===== src/rtl/display_scan_ctrl.sv =====
// Two-digit 7-segment scan controller: time-multiplexes tens/units digits on a
// shared segment bus, with blanking gaps and a value handshake taken only in gaps.
module display_scan_ctrl #(
    parameter int unsigned SCAN_DIV   = 4,
    parameter bit          LEAD_BLANK = 1'b1
) (
    input  logic       clk,
    input  logic       rst_n,
    input  logic       in_valid,
    input  logic [3:0] in_val,
    output logic       in_ready,
    output logic [6:0] seg,
    output logic [1:0] dig_en,
    output logic [3:0] cur_val
);

    typedef enum logic [1:0] {
        TENS  = 2'd0,
        GAP0  = 2'd1,
        UNITS = 2'd2,
        GAP1  = 2'd3
    } state_t;

    localparam logic [7:0] DWELL_LAST = 8'(SCAN_DIV - 1);

    state_t     state_q, state_d;
    logic [7:0] cnt_q, cnt_d;
    logic [3:0] cur_q, cur_d;

    logic       is_ten;
    logic [3:0] tens_digit;
    logic [3:0] units_digit;

    function automatic logic [6:0] decode(input logic [3:0] d);
        logic [6:0] s;
        s = '0;
        case (d)
            4'd0: s = 7'b1111110;
            4'd1: s = 7'b0110000;
            4'd2: s = 7'b1101101;
            4'd3: s = 7'b1111001;
            4'd4: s = 7'b0110011;
            4'd5: s = 7'b1011011;
            4'd6: s = 7'b1011111;
            4'd7: s = 7'b1110000;
            4'd8: s = 7'b1111111;
            4'd9: s = 7'b1110011;
            default: s = '0;
        endcase
        return s;
    endfunction

    always_ff @(posedge clk) begin
        if (!rst_n) begin
            state_q <= GAP1;
            cnt_q   <= '0;
            cur_q   <= '0;
        end else begin
            state_q <= state_d;
            cnt_q   <= cnt_d;
            cur_q   <= cur_d;
        end
    end

    always_comb begin
        state_d = state_q;
        cnt_d   = '0;
        case (state_q)
            TENS: begin
                if (cnt_q == DWELL_LAST) state_d = GAP0;
                else                     cnt_d   = cnt_q + 8'd1;
            end
            GAP0: state_d = UNITS;
            UNITS: begin
                if (cnt_q == DWELL_LAST) state_d = GAP1;
                else                     cnt_d   = cnt_q + 8'd1;
            end
            GAP1: state_d = TENS;
            default: state_d = GAP1;
        endcase
    end

    // Accepting only in gaps keeps the displayed value stable while a digit is lit.
    assign in_ready = (state_q == GAP0) || (state_q == GAP1);
    assign cur_d    = (in_valid && in_ready) ? in_val : cur_q;
    assign cur_val  = cur_q;

    assign is_ten      = (cur_q >= 4'd10);
    assign tens_digit  = {3'b000, is_ten};
    assign units_digit = is_ten ? (cur_q - 4'd10) : cur_q;

    always_comb begin
        seg    = '0;
        dig_en = '0;
        case (state_q)
            TENS: begin
                if (!(LEAD_BLANK && !is_ten)) begin
                    dig_en = 2'b10;
                    seg    = decode(tens_digit);
                end
            end
            UNITS: begin
                dig_en = 2'b01;
                seg    = decode(units_digit);
            end
            default: begin
                dig_en = '0;
                seg    = '0;
            end
        endcase
    end

endmodule


===== config.mk =====
export PLATFORM = sky130hd
export DESIGN_NAME = display_scan_ctrl
export DESIGN_NICKNAME = d
export VERILOG_FILES = /design/src/rtl/display_scan_ctrl.sv
export SDC_FILE = /design/constraint.sdc
export NUM_CORES = 1
export LEC_CHECK = 0
export ABC_AREA = 1
export CORE_UTILIZATION = 25
export CTS_BUF_LIST = sky130_fd_sc_hd__clkbuf_8
export DETAILED_ROUTE_END_ITERATION = 16
export PLACE_DENSITY = 0.42
export SYNTH_ARGS = -nofsm -noshare
export SYNTH_HDL_FRONTEND = slang
export SYNTH_SLANG_ARGS = --single-unit

===== constraint.sdc =====
create_clock -name clk -period 1.8 [get_ports clk]
set_input_delay 0.45 -clock clk [delete_from_list [all_inputs] [get_ports clk]]
set_output_delay 0.45 -clock clk [all_outputs]
set_load 0.01 [all_outputs]

---- Yosys cells after proc, flatten, opt, wreduce, memory -nomap -nowiden ----
Memory sizes are Yosys's and may differ from the RTL's.
Cells that the tools add are included.
W data, S select, Z words.
storage, ports and cells
  bits in registers ....................... 14
  bits in latches ......................... 0
  memory bits (writable) .................. 0
  ROM bits ................................ 224
  memories ................................ 2
operators by class
  add/sub/neg operators ................... 2
  multipliers ............................. 0
  divide/modulo/power cells ............... 0
  order comparisons ....................... 1
  eq/ne operators ......................... 6
  shift-type cells ........................ 0
  mux-type cells .......................... 8
  bitwise logic cells ..................... 2
  reduce and logical (&&, ||, !) cells .... 6
memories
  name              words  width  read ports  clocked after memory_dff  wr ports  line  source
  (name not given)  16     7      1           0                         0         37    case (d)
  (name not given)  16     7      1           0                         0         37
operator list
  operator               number
  $pmux W7 S2            1
  $add A8 B1 Y8 const B  1
  $eq A8 B2 Y1 const B   1
  $pmux W2 S4            1
  $mux W7                1
  $mux W2                3
  $eq A2 B2 Y1 const B   2
  $ge A4 B4 Y1 const B   1
  $mux W4                1
  $ne A2 B2 Y1 const B   2
  $pmux W2 S2            1
  $sub A4 B4 Y4 const B  1
  $reduce_or A3 Y1       1
  $eq A2 B1 Y1 const B   1
  $logic_not A2 Y1       1
  $not A1 Y1             2
  $reduce_and A2 Y1      1
  $reduce_or A2 Y1       1
  $logic_and A1 B1 Y1    1
  $logic_or A1 B1 Y1     1

---- Logic depth before layout (Yosys ltp) ----
Gate-level depths: netlist (run 1).
  word-level depth ........................ 4
  gate-level depth with buffers ........... 9
  depth with buffers taken out ............ 9

---- Least setup slack after synthesis (run 1) ----
OpenSTA, ideal clock, no wires.
  kind .................................... register to output
  start point ............................. reg cur_q[1] (netlist: cur_val[1])
  end point ............................... out seg[0]
  arrival ................................. 1.414 ns
  path slack .............................. -0.064 ns
  cell stages (with the launch flop) ...... 9
  buffers on the path ..................... 0
  cells stage by stage .................... dfxtp_1 -> inv_1 -> ha_1 -> nand2_1 -> nand2_4 -> nand3_2 -> nand2_2 -> nand2_2 -> a21oi_1
between the ends
  cells in the longest elaborated chain, start to end .. 4
  elaborated cells on any way between the ends .. 7
  those cells by class .................... add/sub (1); order compare (1); mux (3); memory (2)
RTL lines
  item                                           line    source
  from (decl)                                    28      logic [3:0] cur_q, cur_d;
  from (signal assigned)                         61      cur_q <= cur_d;
  $sub A4 B4 Y4 or $ge A4 B4 Y1 (tied branches)  90, 88
  $mux W4 or $mem_v2 Z16 W7 (tied branches)      -
  $mem_v2 Z16 W7 or $mux W7 (tied branches)      -
  $pmux W7 S2 (*)                                95      case (state_q)
  to (decl)                                      12      output logic [6:0] seg,
Every way passes the cells marked *; elsewhere a longest branch is shown, timed or not.

---- Final worst setup path (run 1) ----
  start point ............................. reg cur_q[1] (netlist: cur_val[1])
  end point ............................... out seg[3]
The elaborated chain is that of the path after synthesis.

==> qor.yml, run 1 <==
status: "complete, but fails checks"
violations: "negative setup slack"
die-area_um2: 3870
syn_inst: 128
ir_drop_uv: 513
cts.path.max_buffers: 2
ff_latch_area_um2: 288
mostFrequentLayoutCell: "buf_4"
cts_buffers: 3
cp.required_ps: 1350
port_buffers: 20
ys_seq_elements: 14
wire_per_inst_um: 10.1
synth_area_leaders: "dfxtp_1 31%, ha_1 12%, nand2_1 9.5%"
layout-drive-gt1-share: 0.480
htreeDepth: 1
fin_crit_ps: 2060
holdWs_ps: 448
final-setup-viol-count: 7
hold_viol: 0
pre_cts_slack_ps: -464
syn-cell-area_um2: 906
finClkSkew_ps: 0.515
p_total_mw: 1.74
drt-total-wl_mm: 2.27
synthesis.nets: 144
critPathKind: "flip-flop to output pin"
cts-root-buf: "clkbuf_8"
multiInputGateArea_um2: 668
crit_chain: "buf_4, nand2_4, nand2_4, ha_4, inv_2, nor2_2, nor2_2, nor2_1, nor2_1, buf_2"
diodes: 0
cts_hold_buf: 0
core_area_um2: 3420
synthDistinctLibCells: 20
clkSinkCount: 14
post-route-drc-count: 0
die_w_um: 62.2
die_y_um: 62.2
final_cells: 225
final_nets: 196
clk_pin_slew_ps: 60
cpPeakStageDelay_ps: 360
gr-total-overflow: 0
grt_max_degree: 9
areaGrowthSynthToFinish_pct: 67.7
cp-start-kind: "flip-flop"
cts_tree: "yes"
yosys.area.top_type: "dfxtp_1"
crit_fanout: 4
holdCritPathClass: "flip-flop to flip-flop"
detail-route-antenna-nets: 0
setup_ws_ps: -261
clk_latency_ps: 240
dp.cells: 212
tightestPinTransition_ps: 256
first_iter_violations: 22
yosysSeqAreaShare: 0.309
hp-start: "cnt_q[0]"
maxCapViolations: 0
layout_common_cells: "24 x buf_4, 20 x nand2_1, 10 x dfxtp_1"
ios: 21
grt_usage: 0.118
start_util: 0.265
rsz0062_at_grt: "yes"
arrival_ps: 1610
fillers: 365
p_leak_nw: 0.701
antenna_found_initial: 0
via_per_inst: 4.29
startpoint: "cur_val[1]"
yosysTopAreaCellShare: 0.309
power-per-cell-area_nw_per_um2: 1140
fin_crit_sh: 1.15
hpwl_mm: 1.65
grt_pass1_vias: 874
slew_viol_final: 0
place.gp.congestion: 0.760
slowest_stage: "dfxtp_4"
slew_headroom: 0.829
syn_avg_cell_area_um2: 7.08
ys_warn_count: 0
firstDrtPassIters: 3
r2r_start: "state_q[0]"
max_freq_mhz: 485
vias: 966
grt_pass1_wl_mm: 3.64
crit_path_end_kind: "output pin"
rows: 21
layout make-up:
cell class / instances / share of cell area
Multi-Input combinational cell: 94 / 0.440
Tap cell: 46 / 0.0379
Timing Repair Buffer: 47 / 0.245
Sequential cell: 14 / 0.189
Inverter: 20 / 0.0519
Clock buffer: 4 / 0.0362
metrics by stage:
stage           util  instance area (um2)  setup TNS [ps]
5_1_grt        0.445                 1520           -2100
3_5_place_dp   0.384                 1310           -3240
3_3_place_gp   0.384                 1310           -3120
2_1_floorplan      -                  920               0
4_1_cts        0.419                 1430           -1390
6_report       0.445                 1520           -1480
cells by family after synthesis:
family	share of synthesized area
buffers and inverters	0.0843
XOR/XNOR	0.0193
flip-flops	0.309
AND/OR/NAND/NOR	0.343
AO/OA/AOI/OAI	0.120
adder cells (fa/ha/maj)	0.124
layer usage:
| layer | global-route usage | vias up | routed length [um] |
|---|---|---|---|
| li1 | - | 516 | - |
| met2 | 0.202 | 13 | 1190 |
| met1 | 0.144 | 431 | 968 |
| met4 | 0.0523 | 0 | 44 |
| met5 | 0 | - | 0 |
| met3 | 0.0184 | 6 | 62 |
cell usage after synthesis (all sizes together):
master	n
a21oi	12
clkinv	1
dfxtp	14
ha	9
inv	19
nand2	28
nand3	13
nand3b	1
nand4	1
nor2	12
nor3	4
o21ai	9
or2	3
xor2	2
worst paths after layout:
kind | to | slack, ps | depth (start not counted)
max | seg[3] | -260 | 10
min | cnt_q[0] | 450 | 1
max reg2reg | cur_val[3] | 330 | 6
min reg2reg | cnt_q[0] | 450 | 1
worst max-delay path: cells and delay by family (launching register included):
kind | cells | cell delay, ps
buffers and inverters | 3 | 310
adders and majority gates | 1 | 270
DFF | 1 | 360
and+or+nand+nor | 6 | 440
power breakdown:
part / switching [mW] / internal [mW]
Sequential: 0.0440 / 0.361
Combinational: 0.530 / 0.499
Clock: 0.109 / 0.194
state kept, by name, indices dropped and copies added (netlist names):
| signal | count |
|---|---|
| cnt_q | 8 |
| cur_val | 4 |
| state_q | 2 |
repair_timing:
action                                  CTS  global route
endpoints found under the setup margin   10             8
pin swaps                                 5            10
setup buffers                             5             4
endpoints found under the hold margin     0             0
gates cloned                              0             0
resized for setup                        56            23
Note: power is estimated with default switching activity, not from simulation.
==> run 2: changes to the inputs <==
CORE_UTILIZATION = 51   (was 25)
PLACE_DENSITY = 0.77   (was 0.42)
==> qor.yml, run 2 (synthesis gave the netlist of run 1 again) <==
fin_crit_sh: 1.20  # was 1.15
p_leak_nw: 0.647  # was 0.701 nW
ir_drop_uv: 979  # was 513 uV
cts.path.max_buffers: 2  # unchanged
final_cells: 188  # was 225
crit_chain: "inv_4, ha_4, nand2_4, nand2_8, buf_4, nand3_1, nand3_1, o21ai_1, buf_2"  # was buf_4, nand2_4, nand2_4, ha_4, inv_2, nor2_2, nor2_2, nor2_1, nor2_1, buf_2
post-route-drc-count: 1  # was 0
cts-root-buf: "clkbuf_8"  # unchanged
critPathBufInv: 3  # unchanged
p_int_mw: 1.02  # was 1.05 mW
start_util: 0.575  # was 0.265
max_freq_mhz: 462  # was 485 MHz
finClkSkew_ps: 2.01  # was 0.515 ps
diodes: 0  # unchanged
grt_pass1_wl_mm: 4.39  # was 3.64 mm
setup_tns_ps: -1740  # was -1480 ps
cp-start-kind: "flip-flop"  # unchanged
final_nets: 189  # was 196
clk_pin_slew_ps: 60  # about the same
swShare: 0.417  # was 0.393
dp.cells: 180  # was 212
port_buffers: 20  # unchanged
cts_buffers: 3  # unchanged
cpPeakStageDelay_ps: 370  # was 360 ps
cts_tree: "yes"  # unchanged
vias: 1067  # was 966
grt_pass1_vias: 1055  # was 874
cp_top_family: "buffers and inverters"  # was simple AND/OR/NAND/NOR gates
core_area_um2: 1580  # was 3420 um2
drt-total-wl_mm: 3.15  # was 2.27 mm
grt_max_degree: 9  # unchanged
crit_path_end_kind: "output pin"  # unchanged
violations: "design-rule violations, negative setup slack"  # was negative setup slack
final-setup-viol-count: 7  # unchanged
multiInputGateArea_um2: 654  # was 668 um2
detail-route-antenna-nets: 0  # unchanged
hpwl_mm: 1.60  # was 1.65 mm
comb_power_share: 0.581  # was 0.593
areaGrowthSynthToFinish_pct: 56.2  # was 67.7%
largest-register: "cnt_q"  # unchanged
via_per_inst: 5.68  # was 4.29
slew_headroom: 0.795  # was 0.829
layout_common_cells: "21 x nand2_1, 20 x buf_4, 12 x inv_1"  # was 24 x buf_4, 20 x nand2_1, 10 x dfxtp_1
hold_viol: 0  # unchanged
ff_latch_area_um2: 294  # was 288 um2
crit_fanout: 7  # was 4
arrival_ps: 1720  # was 1610 ps
fillers: 73  # was 365
maxCapViolations: 0  # unchanged
clk_latency_ps: 250  # was 240 ps
mostFrequentLayoutCell: "nand2_1"  # was buf_4
firstDrtPassIters: 11  # was 3
die-area_um2: 1950  # was 3870 um2
antenna_found_initial: 0  # unchanged
ios: 21  # unchanged
switchingPower_mw: 0.730  # was 0.683 mW
place.gp.congestion: 0.865  # was 0.760
die_y_um: 44.1  # was 62.2 um
p_total_mw: 1.75  # was 1.74 mW
status: "complete, but fails checks"  # unchanged
p_seq_frac: 0.241  # was 0.233
fin_crit_ps: 2170  # was 2060 ps
gr-total-overflow: 0  # unchanged
cts_hold_buf: 0  # unchanged
tightestPinTransition_ps: 306  # was 256 ps
setup_ws_ps: -366  # was -261 ps
largest_reg_flops: 8  # unchanged
holdCritPathClass: "flip-flop to flip-flop"  # unchanged
first_iter_violations: 32  # was 22
cp.required_ps: 1350  # about the same
wire_per_inst_um: 16.7  # was 10.1 um
rows: 14  # was 21
clkSinkCount: 14  # unchanged
rsz0062_at_grt: "yes"  # unchanged
clockPowerShare: 0.178  # was 0.174
grt_usage: 0.306  # was 0.118
power-per-cell-area_nw_per_um2: 1240  # was 1140 nW/um2
critPathKind: "flip-flop to output pin"  # unchanged
slew_viol_final: 0  # unchanged
layout-drive-gt1-share: 0.401  # was 0.480
htreeDepth: 1  # unchanged
path_common_cell: "nand3_1"
die_w_um: 44.1  # was 62.2 um
slowest_stage: "dfxtp_4"  # unchanged
==> run 2: changes by cell type in the layout (fill, tap and decap cells not counted), moves of 2 or more <==
| cell | before | now |
|---|---|---|
| nand2_4 | 6 | 4 |
| buf_4 | 24 | 20 |
| inv_2 | 9 | 5 |
| dfxtp_4 | 1 | 3 |
| buf_2 | 9 | 7 |
| nor2_1 | 7 | 10 |
| clkdlybuf4s50_1 | 8 | 10 |
| nand3_2 | 4 | 2 |
| inv_1 | 9 | 12 |
| nor2_2 | 3 | 1 |
| buf_6 | 4 | 1 |
==> run 2: layer usage <==
layer	global-route usage	part of all wire	vias to the layer above
li1	-	-	499
met1	0.322	0.40	514
met2	0.574	0.55	44
met3	0.0408	0.036	10
met4	0.176	0.017	0
met5	0	0	-
==> run 2: power groups by stage <==
stage                     Combinational, mW  Clock [mW]  Sequential [mW]
after floorplan                       0.435           0            0.411
after global placement                0.825           0            0.395
after detailed placement              0.850           0            0.397
after CTS                             0.858       0.308            0.403
after global routing                   1.09       0.321            0.426
final                                  1.02       0.311            0.421
==> run 2: area by class of cell <==
class                   instances  area share
repair buffers                 40       0.219
well taps                      16      0.0141
clock buffers                   4      0.0389
inverters                      20      0.0575
multi-input cells              94       0.462
flip-flops and latches         14       0.208
==> run 2: repair_timing <==
| action | CTS | global route |
|---|---|---|
| setup endpoints to repair | 10 | 9 |
| pin swaps | 6 | 6 |
| hold endpoints to repair | 0 | 0 |
| resized for setup | 49 | 19 |
| buffers inserted | 3 | 1 |
| gates cloned | 0 | 0 |
==> run 2: final timing paths <==
| path | from | endpoint | slack, ps | depth (start not counted) |
|---|---|---|---|---|
| worst max-delay path | cur_val[1] | seg[4] | -370 | 9 |
| worst min-delay path | cnt_q[0] | cnt_q[0] | 470 | 1 |
| worst max register to register | state_q[0] | cnt_q[4] | 310 | 8 |
| worst min register to register | cnt_q[0] | cnt_q[0] | 470 | 1 |
==> run 2: metrics by stage <==
step	utilization	hold WS (ps)	cell area [um2]	worst slack [ps]
floorplan	-	418	920	13.3
global placement	0.799	429	1260	-406
detailed placement	0.799	452	1260	-446
CTS	0.848	475	1340	-203
global route	0.898	500	1420	-400
finish	0.898	472	1420	-366
==> run 3: changes to the inputs <==
GPL_TIMING_DRIVEN = 0   (was default)
==> qor.yml, run 3 (synthesis gave the netlist of run 1 again) <==
final-setup-viol-count: 7  # unchanged
violations: "design-rule violations, negative setup slack"  # unchanged
die-area_um2: 1950  # unchanged
critPathKind: "flip-flop to output pin"  # unchanged
grt_max_degree: 9  # unchanged
rows: 14  # unchanged
post-route-drc-count: 1  # unchanged
maxCapViolations: 0  # unchanged
fillers: 87  # was 73
tightestPinTransition_ps: 263  # was 306 ps
stdcell_area_um2: 1380  # was 1420 um2
grt_pass1_wl_mm: 3.46  # was 4.39 mm
diodes: 0  # unchanged
status: "complete, but fails checks"  # unchanged
crit_fanout: 5  # was 7
die_w_um: 44.1  # unchanged
pre_cts_slack_ps: -531  # was -446 ps
gr-total-overflow: 0  # unchanged
fin_crit_ps: 2120  # was 2170 ps
detail-route-antenna-nets: 0  # unchanged
crit_path_end_kind: "output pin"  # unchanged
hpwl_mm: 1.40  # was 1.60 mm
clk_latency_ps: 230  # was 250 ps
cpPeakStageDelay_ps: 380  # was 370 ps
cts.path.max_buffers: 2  # unchanged
slew_headroom: 0.823  # was 0.795
ir_drop_uv: 710  # was 979 uV
wire_per_inst_um: 14.1  # was 16.7 um
layout-drive-gt1-share: 0.383  # was 0.401
port_buffers: 20  # unchanged
max_freq_mhz: 472  # was 462 MHz
clkSinkCount: 14  # unchanged
power-per-cell-area_nw_per_um2: 1190  # was 1240 nW/um2
p_leak_nw: 0.602  # was 0.647 nW
mostFrequentLayoutCell: "nand2_1"  # unchanged
holdCritPathClass: "flip-flop to flip-flop"  # unchanged
finClkSkew_ps: 1.00  # was 2.01 ps
layout_common_cells: "21 x nand2_1, 11 x inv_1, 10 x dfxtp_1, 10 x clkdlybuf4s50_1"  # was 21 x nand2_1, 20 x buf_4, 12 x inv_1
rsz0062_at_grt: "yes"  # unchanged
core_area_um2: 1580  # unchanged
cts_buffers: 3  # unchanged
antenna_found_initial: 0  # unchanged
placedInstanceArea_um2: 1140  # was 1260 um2
path_common_cell: "nand2_1"  # was nand3_1
htreeDepth: 1  # unchanged
cts-root-buf: "clkbuf_8"  # unchanged
hold_viol: 0  # unchanged
ios: 21  # unchanged
areaGrowthSynthToFinish_pct: 52.1  # was 56.2%
arrival_ps: 1670  # was 1720 ps
cts_hold_buf: 0  # unchanged
die_y_um: 44.1  # unchanged
grt_usage: 0.242  # was 0.306
place.gp.congestion: 0.823  # was 0.865
utilization: 0.874  # was 0.898
clk_pin_slew_ps: 50  # was 60 ps
drt-total-wl_mm: 2.51  # was 3.15 mm
crit_chain: "inv_4, ha_4, nand2_4, nand2_8, buf_12, nand3_4, nand2_1, nand2_1, nor2_1, buf_2"  # was inv_4, ha_4, nand2_4, nand2_8, buf_4, nand3_1, nand3_1, o21ai_1, buf_2
final_nets: 180  # was 189
largest-register: "cnt_q"  # unchanged
via_per_inst: 5.50  # was 5.68
cp.required_ps: 1350  # about the same
slowest_stage: "dfxtp_4"  # unchanged
start_util: 0.575  # unchanged
setup_ws_ps: -319  # was -366 ps
cp-start-kind: "flip-flop"  # unchanged
slew_viol_final: 0  # unchanged
fin_crit_sh: 1.18  # was 1.20
vias: 979  # was 1,067
first_iter_violations: 11  # was 32
grt_pass1_vias: 848  # was 1,055
largest_reg_flops: 8  # unchanged
firstDrtPassIters: 10  # was 11
cts_tree: "yes"  # unchanged
==> run 3: path summary, 6_finish.rpt <==
| check | from | to | slack [ps] | depth (start not counted) |
|---|---|---|---|---|
| hold / removal | cnt_q[0] | cnt_q[0] | 440 | 1 |
| hold reg to reg | cnt_q[0] | cnt_q[0] | 440 | 1 |
| setup reg to reg | state_q[1] | cur_val[3] | 420 | 6 |
| setup / recovery | cur_val[1] | seg[3] | -320 | 10 |
==> run 3: what timing repair did <==
item,4_1_cts,5_1_grt
cloned,0,0
endpoints found under the setup margin,10,9
gates resized for setup,59,14
setup buffers,7,4
pin swaps,8,11
==> run 3: per-layer routing <==
layer / up-vias / share of wire / global-route usage / wire [um]
li1: 485 / - / - / -
met1: 454 / 0.39 / 0.254 / 965
met2: 32 / 0.55 / 0.462 / 1370
met3: 8 / 0.039 / 0.0408 / 98
met4: 0 / 0.029 / 0.109 / 72
met5: - / 0 / 0 / 0
==> run 3: metrics by stage <==
stage,power (mW),std cells,hold slack (ps),TNS (ps)
CTS,1.51,174,449,-1530
detailed placement,1.12,164,437,-3610
global route,1.73,178,472,-2280
finish,1.64,178,443,-1860
global placement,1.11,164,430,-3250
floorplan,0.846,128,418,0
==> run 3: where the power goes <==
part           leakage, nW  switching [mW]  internal [mW]  total (mW)
Clock               0.0216          0.0936          0.147       0.241
Combinational        0.464           0.538          0.431       0.969
Sequential           0.117          0.0601          0.367       0.427
Total                0.602           0.692          0.945        1.64
==> run 3: cell type report <==
type,instances,area (um2),share of cell area
multi-input cells,94,674,0.490
flip-flops and latches,14,295,0.214
repair buffers,31,265,0.193
inverters,20,81.3,0.0590
clock buffers,3,41.3,0.0300
well taps,16,20.0,0.0145
==> run 3: critical path: cells and delay by family, from the launching register on <==
kind | cells | cell delay, ps
DFF | 1 | 380
adders and majority gates | 1 | 270
and+or+nand+nor | 6 | 470
buffers and inverters | 3 | 310
